### config.mk
export PLATFORM = sky130hd
export DESIGN_NAME = hdmi_cmd_rx_fsm
export DESIGN_NICKNAME = d
export VERILOG_FILES = /design/src/rtl/hdmi_cmd_pkg.sv /design/src/rtl/hdmi_cmd_bit_sampler.sv /design/src/rtl/hdmi_cmd_rx_fsm.sv
export SDC_FILE = /design/constraint.sdc
export NUM_CORES = 1
export LEC_CHECK = 0
export CELL_PAD_IN_SITES_DETAIL_PLACEMENT = 0
export CELL_PAD_IN_SITES_GLOBAL_PLACEMENT = 1
export CORE_UTILIZATION = 46
export DETAILED_ROUTE_END_ITERATION = 12
export PLACE_DENSITY = 0.81
export SLEW_MARGIN = 20
export SYNTH_ARGS = -nofsm -noshare
export SYNTH_HDL_FRONTEND = slang
export SYNTH_SLANG_ARGS = --single-unit
### constraint.sdc
create_clock -name clk_50 -period 1.8 [get_ports clk_50]
set_input_delay 0.36 -clock clk_50 [delete_from_list [all_inputs] [get_ports clk_50]]
set_output_delay 0.36 -clock clk_50 [all_outputs]
set_load 0.02 [all_outputs]
### src/rtl/hdmi_cmd_pkg.sv
// hdmi_cmd_pkg
//   Shared constants and types for the sDCC->DIF command receiver.
//   - Default SYNC / CHK_KEY / IDLE_CODE values (4-bit fields)
//   - Legal oversampling-ratio bounds
//   - Receiver FSM state type
package hdmi_cmd_pkg;

  localparam logic [3:0] SYNC_DEFAULT      = 4'hD;
  localparam logic [3:0] CHK_KEY_DEFAULT   = 4'hD;
  localparam logic [3:0] IDLE_CODE_DEFAULT = 4'hE;

  localparam int unsigned OSR_MIN = 4;
  localparam int unsigned OSR_MAX = 64;

  typedef enum logic [1:0] {
    HUNT,
    CMD,
    CHK
  } rx_state_e;

endpackage

### src/rtl/hdmi_cmd_bit_sampler.sv
// hdmi_cmd_bit_sampler
//   Recovers bit-centre sample points from an oversampled serial line.
//   The phase counter is re-centred on every data transition.
// Ports:
//   clk_50     in   sole clock
//   reset_n    in   asynchronous active-low reset
//   data_in    in   asynchronous serial line
//   sample_stb out  one-cycle strobe at the estimated bit centre
//   sample_bit out  synchronised line value, valid with sample_stb
module hdmi_cmd_bit_sampler
  import hdmi_cmd_pkg::*;
#(
  parameter int unsigned OSR = 10
) (
  input  logic clk_50,
  input  logic reset_n,
  input  logic data_in,
  output logic sample_stb,
  output logic sample_bit
);

  localparam int unsigned     PH_W    = $clog2(OSR);
  localparam logic [PH_W-1:0] PH_LAST = PH_W'(OSR - 1);
  localparam logic [PH_W-1:0] PH_MID  = PH_W'(OSR / 2);

  logic            sync1;
  logic            sync2;
  logic            sync3;
  logic            edge_det;
  logic [PH_W-1:0] phase;

  assign edge_det = sync2 ^ sync3;

  always_ff @(posedge clk_50 or negedge reset_n) begin
    if (!reset_n) begin
      sync1 <= 1'b0;
      sync2 <= 1'b0;
      sync3 <= 1'b0;
      phase <= '0;
    end else begin
      sync1 <= data_in;
      sync2 <= sync1;
      sync3 <= sync2;
      if (edge_det || (phase == PH_LAST)) begin
        phase <= '0;
      end else begin
        phase <= phase + 1'b1;
      end
    end
  end

  // A transition in the strobe cycle re-centres and suppresses that strobe.
  assign sample_stb = (phase == PH_MID) && !edge_det;
  assign sample_bit = sync2;

endmodule

### src/rtl/hdmi_cmd_rx_fsm.sv
// hdmi_cmd_rx_fsm
//   sDCC->DIF serial command receiver. Hunts for an LSB-first sync field,
//   collects a command field and a check field, and reports the command
//   when check == cmd ^ CHK_KEY.
// Ports:
//   clk_50        in   sole clock (50 MHz)
//   reset_n       in   asynchronous active-low reset
//   data_in       in   asynchronous serial line
//   cmd_code      out  decoded command while cmd_valid, else IDLE_CODE
//   cmd_valid     out  one-cycle pulse per accepted frame
//   frame_aligned out  high while collecting command/check fields
//   cmd_err       out  one-cycle pulse on check mismatch
//   err_cnt       out  saturating mismatch count (HDMI_CMD_RX_ERRCNT_EN only)
// Build option:
//   HDMI_CMD_RX_ERRCNT_EN  adds the ERR_W parameter, err_cnt port and counter
module hdmi_cmd_rx_fsm
  import hdmi_cmd_pkg::*;
#(
  parameter int unsigned          OSR       = 10,
  parameter int unsigned          CMD_W     = 4,
  parameter int unsigned          SYNC_W    = 4,
  parameter logic [SYNC_W-1:0]    SYNC      = SYNC_W'(SYNC_DEFAULT),
  parameter logic [CMD_W-1:0]     CHK_KEY   = CMD_W'(CHK_KEY_DEFAULT),
  parameter logic [CMD_W-1:0]     IDLE_CODE = CMD_W'(IDLE_CODE_DEFAULT)
`ifdef HDMI_CMD_RX_ERRCNT_EN
  ,
  parameter int unsigned          ERR_W     = 8
`endif
) (
  input  logic             clk_50,
  input  logic             reset_n,
  input  logic             data_in,
  output logic [CMD_W-1:0] cmd_code,
  output logic             cmd_valid,
  output logic             frame_aligned,
`ifdef HDMI_CMD_RX_ERRCNT_EN
  output logic             cmd_err,
  output logic [ERR_W-1:0] err_cnt
`else
  output logic             cmd_err
`endif
);

  localparam int unsigned      CNT_W    = $clog2(CMD_W + 1);
  localparam logic [CNT_W-1:0] BIT_LAST = CNT_W'(CMD_W - 1);

  if ((OSR < OSR_MIN) || (OSR > OSR_MAX)) begin : g_osr_range
    $error("hdmi_cmd_rx_fsm: OSR out of range");
  end

  logic              stb;
  logic              sbit;
  rx_state_e         state;
  logic [SYNC_W-1:0] window;
  logic [SYNC_W-1:0] window_nx;
  logic [CMD_W-1:0]  cmd_sr;
  logic [CMD_W-1:0]  chk_sr;
  logic [CMD_W-1:0]  chk_nx;
  logic [CNT_W-1:0]  bit_cnt;
  logic              last_bit;
  logic              chk_bad;

  hdmi_cmd_bit_sampler #(
    .OSR (OSR)
  ) u_sampler (
    .clk_50     (clk_50),
    .reset_n    (reset_n),
    .data_in    (data_in),
    .sample_stb (stb),
    .sample_bit (sbit)
  );

  // Fields arrive LSB first, so new bits enter at the MSB.
  assign window_nx = {sbit, window[SYNC_W-1:1]};
  assign chk_nx    = {sbit, chk_sr[CMD_W-1:1]};
  assign last_bit  = (bit_cnt == BIT_LAST);
  assign chk_bad   = (chk_nx != (cmd_sr ^ CHK_KEY));

  always_ff @(posedge clk_50 or negedge reset_n) begin
    if (!reset_n) begin
      state         <= HUNT;
      window        <= ~SYNC;
      cmd_sr        <= '0;
      chk_sr        <= '0;
      bit_cnt       <= '0;
      cmd_code      <= IDLE_CODE;
      cmd_valid     <= 1'b0;
      cmd_err       <= 1'b0;
      frame_aligned <= 1'b0;
    end else begin
      cmd_code  <= IDLE_CODE;
      cmd_valid <= 1'b0;
      cmd_err   <= 1'b0;
      if (stb) begin
        case (state)
          HUNT: begin
            if (window_nx == SYNC) begin
              state         <= CMD;
              bit_cnt       <= '0;
              frame_aligned <= 1'b1;
            end else begin
              window <= window_nx;
            end
          end
          CMD: begin
            cmd_sr <= {sbit, cmd_sr[CMD_W-1:1]};
            if (last_bit) begin
              state   <= CHK;
              bit_cnt <= '0;
            end else begin
              bit_cnt <= bit_cnt + 1'b1;
            end
          end
          CHK: begin
            chk_sr <= chk_nx;
            if (last_bit) begin
              // Force a full fresh sync field before the next frame.
              state         <= HUNT;
              window        <= ~SYNC;
              bit_cnt       <= '0;
              frame_aligned <= 1'b0;
              if (chk_bad) begin
                cmd_err <= 1'b1;
              end else begin
                cmd_valid <= 1'b1;
                cmd_code  <= cmd_sr;
              end
            end else begin
              bit_cnt <= bit_cnt + 1'b1;
            end
          end
          default: begin
            state         <= HUNT;
            window        <= ~SYNC;
            bit_cnt       <= '0;
            frame_aligned <= 1'b0;
          end
        endcase
      end
    end
  end

`ifdef HDMI_CMD_RX_ERRCNT_EN
  always_ff @(posedge clk_50 or negedge reset_n) begin
    if (!reset_n) begin
      err_cnt <= '0;
    end else if (stb && (state == CHK) && last_bit && chk_bad && (err_cnt != '1)) begin
      err_cnt <= err_cnt + 1'b1;
    end
  end
`endif

endmodule

### After elaboration in Yosys (flattened, before gate mapping)

Index checks and enable logic that the tools add are counted.
W data, S select, Z words.

* register bits: 31
* input bits: 3
* output and inout bits: 7
* word-level logic and storage cells: 66

* add/sub/neg operators: 2
* equality and inequality tests: 11
* mux-type cells: 26
* bitwise logic cells: 3
* reduce and logical (&&, ||, !) cells: 11

Operators by type and width (number)
* $mux W4: 7
* $pmux W4 S3: 1
* $reduce_and A4 Y1: 3
* $mux W1: 10
* $eq A4 B4 Y1 const B: 2
* $ne A2 B2 Y1 const B: 4
* $mux W2: 3
* $mux W3: 2
* $pmux W2 S3: 1
* $pmux W3 S2: 1
* $reduce_and A2 Y1: 3
* $add A4 B1 Y4 const B: 1
* $eq A4 B3 Y1 const B: 1
* $ne A4 B4 Y1: 1
* $add A3 B1 Y3 const B: 1
* $eq A3 B2 Y1 const B: 1
* $not A3 Y3: 1
* $pmux W1 S3: 1
* $eq A2 B1 Y1 const B: 1
* $eq A2 B2 Y1 const B: 1
* $logic_not A2 Y1: 1
* $reduce_or A2 Y1: 1
* $logic_and A1 B1 Y1: 1
* $logic_not A1 Y1: 1
* 3 further kinds: 3

### Depth between registers and ports, before layout

Gate-level depths: netlist of the first run.

* word-level depth: 6
* gate-level depth with buffers: 6
* gate-level depth less buffers: 6

### Cells and area by module

Synthesis of the first run repeated with hierarchy kept, for this count alone.

* cell total of the unflattened synthesis: 105
* area, all modules: 1308.8 um2

Modules (own cells, without submodules)
* hdmi_cmd_rx_fsm: instances 1, cells each 80, area each 1021.0 um2, sequential area each 555.5 um2
* hdmi_cmd_bit_sampler: instances 1, cells each 25, area each 287.8 um2, sequential area each 175.2 um2

### Worst setup path after synthesis of the first run

Ideal clock, no wire load.

* kind: register -> register
* start point: register u_sampler.phase[1]
* end point: register frame_aligned
* library setup time: 77 ps
* data arrival time: 1425 ps
* data required time: 1723 ps
* path slack: 298 ps
* stages on the path, launching flop included: 7
* path buffers: 0
* period minus slack after synthesis: 1502 ps
* cells stage by stage: dfrtp_1 inv_1 ha_1 nand3b_1 a2111oi_4 a21oi_1 a21oi_1

* cells in the longest elaborated chain, start to end: 3

RTL lines
* start: declaration: line hdmi_cmd_bit_sampler.sv:30 `logic [PH_W-1:0] phase;`
* start signal: assignment: line hdmi_cmd_bit_sampler.sv:47 `phase <= phase + 1'b1;`
* $eq A4 B3 Y1: line hdmi_cmd_bit_sampler.sv:53 `assign sample_stb = (phase == PH_MID) && !edge_det;`
* $logic_and A1 B1 Y1: line hdmi_cmd_bit_sampler.sv:53
* $reduce_and A4 Y1 (no line)
* end signal: assignment: line hdmi_cmd_rx_fsm.sv:89 `frame_aligned <= 1'b0;`
* end signal: assignment: line hdmi_cmd_rx_fsm.sv:100 `frame_aligned <= 1'b1;`
* end signal: assignment: line hdmi_cmd_rx_fsm.sv:121 `frame_aligned <= 1'b0;`
* end: declaration: line hdmi_cmd_rx_fsm.sv:35 `output logic frame_aligned,`

Every way passes these cells.
A chain may end at the register's enable or synchronous reset.

### Final worst setup path of the first run

* start point: register frame_aligned
* end point: output frame_aligned

No word-level cell between the ends.

==> impl_metrics.py, run 1 <==
metrics = {
    "run_status": {
        "outcome": "complete, no violations",
    },
    "critical_path": {
        "critical_path_buf_inv_count": 1,
        "crit_arrival_ns": 1.27,
        "reg2reg_setup_slack_ns": 0.21,
        "crit_required_ns": 1.44,
        "cp-end-kind": "output port",
        "cp_slowest_cell": "clkdlybuf4s50_1",
        "cpLargestDelayFamily": "buffers and inverters",
        "crit_path_max_fanout": 2,
        "start_kind": "flip-flop",
        "r2r_cells": 4,
        "critical_path.max_stage_delay_ns": 0.60,
        "criticalPathCategory": "flip-flop to output port",
        "crit_chain": "clkdlybuf4s50_1",
        "worstReg2RegStart": "u_sampler.sample_bit",
        "r2r-end": "frame_aligned",
    },
    "die": {
        "coreArea_sq_mm": 0.00276,
        "die_area_sq_mm": 0.00311,
        "initial_core_util": 0.482,
        "die_w_microns": 55.8,
        "die_y_microns": 55.8,
        "rows": 19,
        "ios": 10,
    },
    "pwr": {
        "p_int_w": 0.000899,
        "p_comb_frac": 0.091,
        "p_seq_frac": 0.608,
        "clkPwrFrac": 0.301,
        "leakagePower_nw": 0.704,
        "max-vdd-ir-drop_mv": 0.696,
        "p_sw_w": 0.000322,
        "p_per_area_mw_per_mm2": 813,
        "total_power_w": 0.00122,
        "swShare": 0.264,
    },
    "finish": {
        "areaGrowthSynthToFinish_pct": 13.0,
        "layout.cells.non_filler": 154,
        "num-fill-cells": 256,
        "final_cell_mix": "dfrtp_1, inv_1, a21oi_1, mux2_2",
        "fin_nets": 131,
        "layout-drive-gt1-share": 0.244,
        "antenna_cells": 0,
        "layout_commonest_cell": "dfrtp_1",
    },
    "clock_tree": {
        "cts_buffer_depth": 2,
        "cts_tree": "done",
        "hold_buffers": 0,
        "postCtsSetupRepairBufs": 0,
        "clk_pin_slew_ns": 0.09,
        "numCtsBuffers": 5,
        "cts-root-buf": "clkbuf_4",
        "cts_sinks": 29,
        "worstSkewPairLatency_ns": 0.32,
        "cts_max_level": 2,
    },
    "synthesis": {
        "avgSynthCellArea_sq_um": 12.5,
        "synth.area.top_cells": "dfrtp_1, dfstp_2, mux2_2, ha_1, a21oi_1",
        "synth_cell_type_count": 30,
        "netlist_area_sq_mm": 0.00133,
        "syn_nets": 115,
        "yosysTopAreaCell": "dfrtp_1",
        "yosysWarnings": 0,
        "ys_seq_area_frac": 0.549,
        "synth_cells": 106,
        "ys_ff_latch": 29,
        "yosysTopAreaCellShare": 0.470,
    },
    "worst_hold_path": {
        "hp-class": "flip-flop to flip-flop",
        "hp-start": "u_sampler.sync1",
        "whs_endpoint": "u_sampler.sample_bit",
        "whs_path_depth": 0,
    },
    "global_routing": {
        "antenna_found_initial": 0,
        "first_global_vias": 789,
        "grt_max_degree": 30,
        "grt_first_pass_wirelength_microns": 3400,
        "grtUsageTotal": 0.145,
        "overflow": 0,
    },
    "sta": {
        "drv_slew": 0,
        "hold_viol_final": 0,
        "finClkSkew_ns": 0.00653,
        "fmax_mhz": 613,
        "worstMarginPinSlew_ns": 0.487,
        "setup_viol": 0,
        "slew_headroom": 0.675,
        "fin_crit_ns": 1.63,
        "post-route-period-util": 0.907,
        "finalSetupTns_ns": 0,
        "rsz0062_at_grt": "false",
    },
    "route": {
        "first_iter_violations": 15,
        "wl_microns": 1850,
        "wl_met1_microns": 858,
        "dr.pass1.iters": 4,
        "wl_met2_microns": 875,
        "highest_layer": "met4",
        "wl_met3_microns": 83,
        "drtAntennaViolNets": 0,
        "via_per_inst": 4.99,
        "num_vias": 769,
        "wire_per_inst_microns": 12.0,
        "route.detailed.drc": 0,
    },
    "placement": {
        "placed_cells_incl_taps": 146,
        "gp_congestion": 0.758,
        "portBuffers": 9,
        "dp_hpwl_microns": 1340,
    },
    "run": {
        "cap_viol_max_count": 0,
    },
}
Yosys cell counts, drive strengths merged:
library cell / number
dfrtp: 25
a21oi: 8
inv: 8
mux2: 7
ha: 6
nor2: 6
nand2: 5
nand2b: 5
xor2: 5
dfstp: 4
nand3: 4
o21ai: 4
nand4: 3
xnor2: 3
buf: 2
nand3b: 2
a2111oi: 1
a211oi: 1
a21boi: 1
and2: 1
and3b: 1
mux2i: 1
nand4b: 1
nor3: 1
nor3b: 1
layer usage:
metal	vias to the layer above	GRT usage
li1	389	-
met1	363	0.180
met2	11	0.220
met3	6	0.0628
met4	0	0.0643
met5	-	0
through the flow:
stage	hold WS (ns)	area (sq um)	util	setup WS (ns)
2_1_floorplan	0.0644	1330	-	0.298
3_3_place_gp	0.334	1450	0.526	0.224
3_5_place_dp	0.335	1450	0.526	0.138
4_1_cts	0.356	1500	0.545	0.113
5_1_grt	0.359	1500	0.545	0.0763
6_report	0.354	1500	0.545	0.168
area by class of cell:
type / count / area, sq um / share of cell area
flip-flops and latches: 29 / 731 / 0.486
inverters: 8 / 30.0 / 0.0200
multi-input cells: 67 / 547 / 0.364
clock inverters: 3 / 17.5 / 0.0117
clock buffers: 5 / 37.5 / 0.0250
well taps: 31 / 38.8 / 0.0258
repair buffers: 11 / 101 / 0.0674
worst max-delay path by stage:
stage	startpoint	to	slack, ns	cells past startpoint
detailed placement	u_sampler.phase[1]	frame_aligned	0.14	6
global route	u_sampler.sample_bit	frame_aligned	0.08	4
finish	frame_aligned	frame_aligned	0.17	1
CTS	u_sampler.phase[1]	frame_aligned	0.11	6
floorplan	u_sampler.phase[1]	frame_aligned	0.30	6
global placement	u_sampler.phase[1]	frame_aligned	0.22	6
power by group through the flow:
| stage | Combinational, W | Clock [W] | Sequential [W] |
|---|---|---|---|
| final | 0.000111 | 0.000368 | 0.000742 |
| after global routing | 0.000127 | 0.000416 | 0.000750 |
| after CTS | 0.000115 | 0.000385 | 0.000743 |
| after detailed placement | 0.000114 | 0 | 0.000755 |
| after global placement | 0.000109 | 0 | 0.000750 |
| after floorplan | 0.0000844 | 0 | 0.000743 |
logic make-up after synthesis:
logic type / after synthesis / synth area share
AND/OR/NAND/NOR: 30 / 0.143
adder cells (fa/ha/maj): 6 / 0.0564
flip-flops: 29 / 0.549
AO/OA/AOI/OAI: 15 / 0.0809
XOR/XNOR: 8 / 0.0640
buffers and inverters: 10 / 0.0395
multiplexers: 8 / 0.0668
registers in the layout, indices dropped and copies added (netlist names), 2 cells and up:
register,cells
bit_cnt,3
chk_sr,3
cmd_code,4
cmd_sr,4
state,2
u_sampler.phase,4
window,3
what timing repair did:
action,in CTS,in global routing
endpoints found under the setup margin,3,2
resized for setup,3,0
gates cloned,0,0
pin swaps,0,1
No activity file was read; power rests on OpenSTA's default activity.
==> inputs of run 2 (changes only) <==
CAP_MARGIN = 20   (was unset)
==> results of run 2 <==
No change in the layout: final DEF, timing and power equal those of run 1.
==> inputs of run 3 (changes only) <==
SYNTH_HIERARCHICAL = 1   (was unset)
==> run 3 against run 2 <==
- total power decreased by 0.59%
- combinational power about the same
- critical path type is now flip-flop to flip-flop
- sequential share of layout area decreased by 1.8 points
- cell count increased by 2.6%
- non-clock buffer count increased by 5
- sequential cell count unchanged
- clock power increased by 11%
- fmax decreased by 6.4%
==> impl_metrics.py, run 3 <==
metrics = {
    "die": {
        "die_y_microns": 55.3,
        "rows": 18,
        "ios": 10,
        "initial_core_util": 0.505,
        "die_w_microns": 55.3,
        "die_area_sq_mm": 0.00306,
        "coreArea_sq_mm": 0.00259,
    },
    "synthesis": {
        "yosysMostFrequentCell": "dfrtp_1",
        "avgSynthCellArea_sq_um": 12.5,
        "ys_async_sr_fraction": 1.00,
        "synth_cell_type_count": 30,
        "synth_cells": 105,
        "synth.area.top_cells": "dfrtp_1, mux2_2, dfstp_2, ha_1, nand3b_1",
        "yosysTopAreaCellShare": 0.478,
        "synth_edf_count": 0,
        "synthFlopType": "dfrtp_1",
        "synth_common_cells": "dfrtp_1, mux2_2, inv_1, ha_1, nand2_1",
        "yosysWarnings": 6,
        "ys_seq_area_frac": 0.558,
        "syn_nets": 114,
        "netlist_area_sq_mm": 0.00131,
        "ys_ff_latch": 29,
        "yosysTopAreaCell": "dfrtp_1",
    },
    "global_routing": {
        "grtUsageTotal": 0.159,
        "overflow": 0,
        "grt_first_pass_wirelength_microns": 3680,
        "first_global_vias": 799,
        "antenna_found_initial": 0,
        "grt_max_degree": 30,
    },
    "critical_path": {
        "crit_path_max_fanout": 4,
        "crit_required_ns": 2.01,
        "worstReg2RegStart": "u_sampler/phase[0]",
        "start_kind": "flip-flop",
        "r2r_cells": 6,
        "critical_path.max_stage_delay_ns": 0.43,
        "reg2reg_setup_slack_ns": 0.06,
        "cp_slowest_cell": "dfrtp_1",
        "endpoint": "window[2]",
        "criticalPathCategory": "flip-flop to flip-flop",
        "cp-end-kind": "flip-flop",
        "crit_chain": "ha_2 > nand2_2 > nor3_4 > nand2b_1 > a21oi_2 > mux2_4",
        "crit_arrival_ns": 1.95,
        "r2r-end": "window[2]",
        "crit_start": "u_sampler/phase[0]",
    },
    "sta": {
        "finClkSkew_ns": 0.00309,
        "timing.hold.ws_ns": 0.376,
        "fmax_mhz": 573,
        "rsz0062_at_grt": "true",
        "fin_crit_ns": 1.74,
        "slew_headroom": 0.763,
        "finalSetupTns_ns": 0,
        "drv_slew": 0,
        "setup_viol": 0,
        "worstMarginPinSlew_ns": 0.352,
        "post-route-period-util": 0.969,
        "hold_viol_final": 0,
    },
    "pwr": {
        "p_sw_w": 0.000288,
        "max-vdd-ir-drop_mv": 0.524,
        "leakagePower_nw": 0.704,
        "swShare": 0.237,
        "p_per_area_mw_per_mm2": 778,
        "p_seq_frac": 0.576,
        "p_comb_frac": 0.089,
        "clkPwrFrac": 0.335,
        "p_int_w": 0.000927,
    },
    "run": {
        "cap_viol_max_count": 0,
    },
    "route": {
        "wl_microns": 2260,
        "drtAntennaViolNets": 0,
        "first_iter_violations": 26,
        "wire_per_inst_microns": 14.3,
        "route.detailed.drc": 0,
        "dr.pass1.iters": 4,
        "num_vias": 825,
        "via_per_inst": 5.22,
    },
    "placement": {
        "gp_congestion": 0.798,
        "dpl_cell_area_sq_mm": 0.00146,
        "dp_hpwl_microns": 1520,
        "portBuffers": 9,
    },
    "worst_hold_path": {
        "whs_path_depth": 0,
        "hp-class": "flip-flop to flip-flop",
    },
    "clock_tree": {
        "cts_max_level": 2,
        "worstSkewPairLatency_ns": 0.32,
        "cts_buffer_depth": 2,
        "numCtsBuffers": 5,
        "clk_pin_slew_ns": 0.09,
        "cts_sinks": 29,
        "cts-root-buf": "clkbuf_4",
        "cts_tree": "done",
    },
    "finish": {
        "areaGrowthSynthToFinish_pct": 19.3,
        "layout_commonest_cell": "dfrtp_1",
        "layout-drive-gt1-share": 0.281,
        "fin_nets": 136,
        "antenna_cells": 0,
        "post-route-cell-area_sq_mm": 0.00156,
        "num-fill-cells": 234,
        "top_regs": "cmd_code (4), cmd_sr (4), u_sampler/phase (4)",
        "final_cell_mix": "dfrtp_1, mux2_2, inv_1, buf_4, clkdlybuf4s50_1",
    },
    "run_status": {
        "outcome": "complete, no violations",
    },
}
run 3: layer usage:
metal	share of wire	up-vias	global-route usage	wire, microns
met5	0	-	0	0
met3	0.043	4	0.0703	97
li1	-	407	-	-
met2	0.49	10	0.234	1100
met1	0.46	404	0.203	1040
met4	0.013	0	0.0643	29
run 3: how the worst min path moves through the flow:
stage | startpoint | end | slack [ns]
after floorplan | reset_n | bit_cnt[0] | 0.06
after global placement | u_sampler/sync1 | u_sampler/sample_bit | 0.34
after detailed placement | u_sampler/sync1 | u_sampler/sample_bit | 0.34
after CTS | u_sampler/sync1 | u_sampler/sample_bit | 0.38
after global routing | u_sampler/sync1 | u_sampler/sample_bit | 0.38
final | u_sampler/sync1 | u_sampler/sample_bit | 0.38
run 3: cell families after synthesis:
kind of cell / Yosys count / share of synthesized area
and+or+nand+nor: 32 / 0.151
DFF: 29 / 0.558
AOI/OAI and AO/OA: 13 / 0.0746
muxes: 12 / 0.101
buffers and inverters: 8 / 0.0239
adders and majority gates: 6 / 0.0574
xor gates and xnor gates: 5 / 0.0335
run 3: power groups by stage:
stage	Sequential [W]	Combinational [W]	Clock (W)
2_1_floorplan	0.000707	0.0000520	0
3_3_place_gp	0.000710	0.0000836	0
3_5_place_dp	0.000712	0.0000867	0
4_1_cts	0.000699	0.0000883	0.000416
5_1_grt	0.000702	0.000120	0.000443
6_report	0.000700	0.000108	0.000407
run 3: worst max-delay path: cells and delay by family, from the launching register on:
kind,cells,cell delay [ns]
DFF,1,0.43
and+or+nand+nor,3,0.42
muxes,1,0.33
AOI/OAI and AO/OA,1,0.22
adders and majority gates,1,0.23
run 3: area by class of cell:
class,count,area [sq um],share of cell area
Multi-Input combinational cell,68,569,0.365
Sequential cell,29,731,0.468
Tap cell,30,37.5,0.0240
Clock buffer,8,58.8,0.0377
Timing Repair Buffer,16,139,0.0889
Inverter,7,26.3,0.0168
run 3: per-stage QoR:
step,power [W],setup WS (ns),util,instances
3_3_place_gp,0.000793,0.0108,0.564,147
4_1_cts,0.00120,0.0372,0.587,155
6_report,0.00121,0.0560,0.603,158
5_1_grt,0.00127,-0.0355,0.603,158
3_5_place_dp,0.000799,-0.117,0.564,147
2_1_floorplan,0.000759,0.0652,-,105
run 3: what timing repair did:
action / 4_1_cts / 5_1_grt
endpoints found under the setup margin: 12 / 9
hold buffers: 0 / 0
setup buffers: 0 / 3
pin swaps: 0 / 2
gates resized for setup: 4 / 5
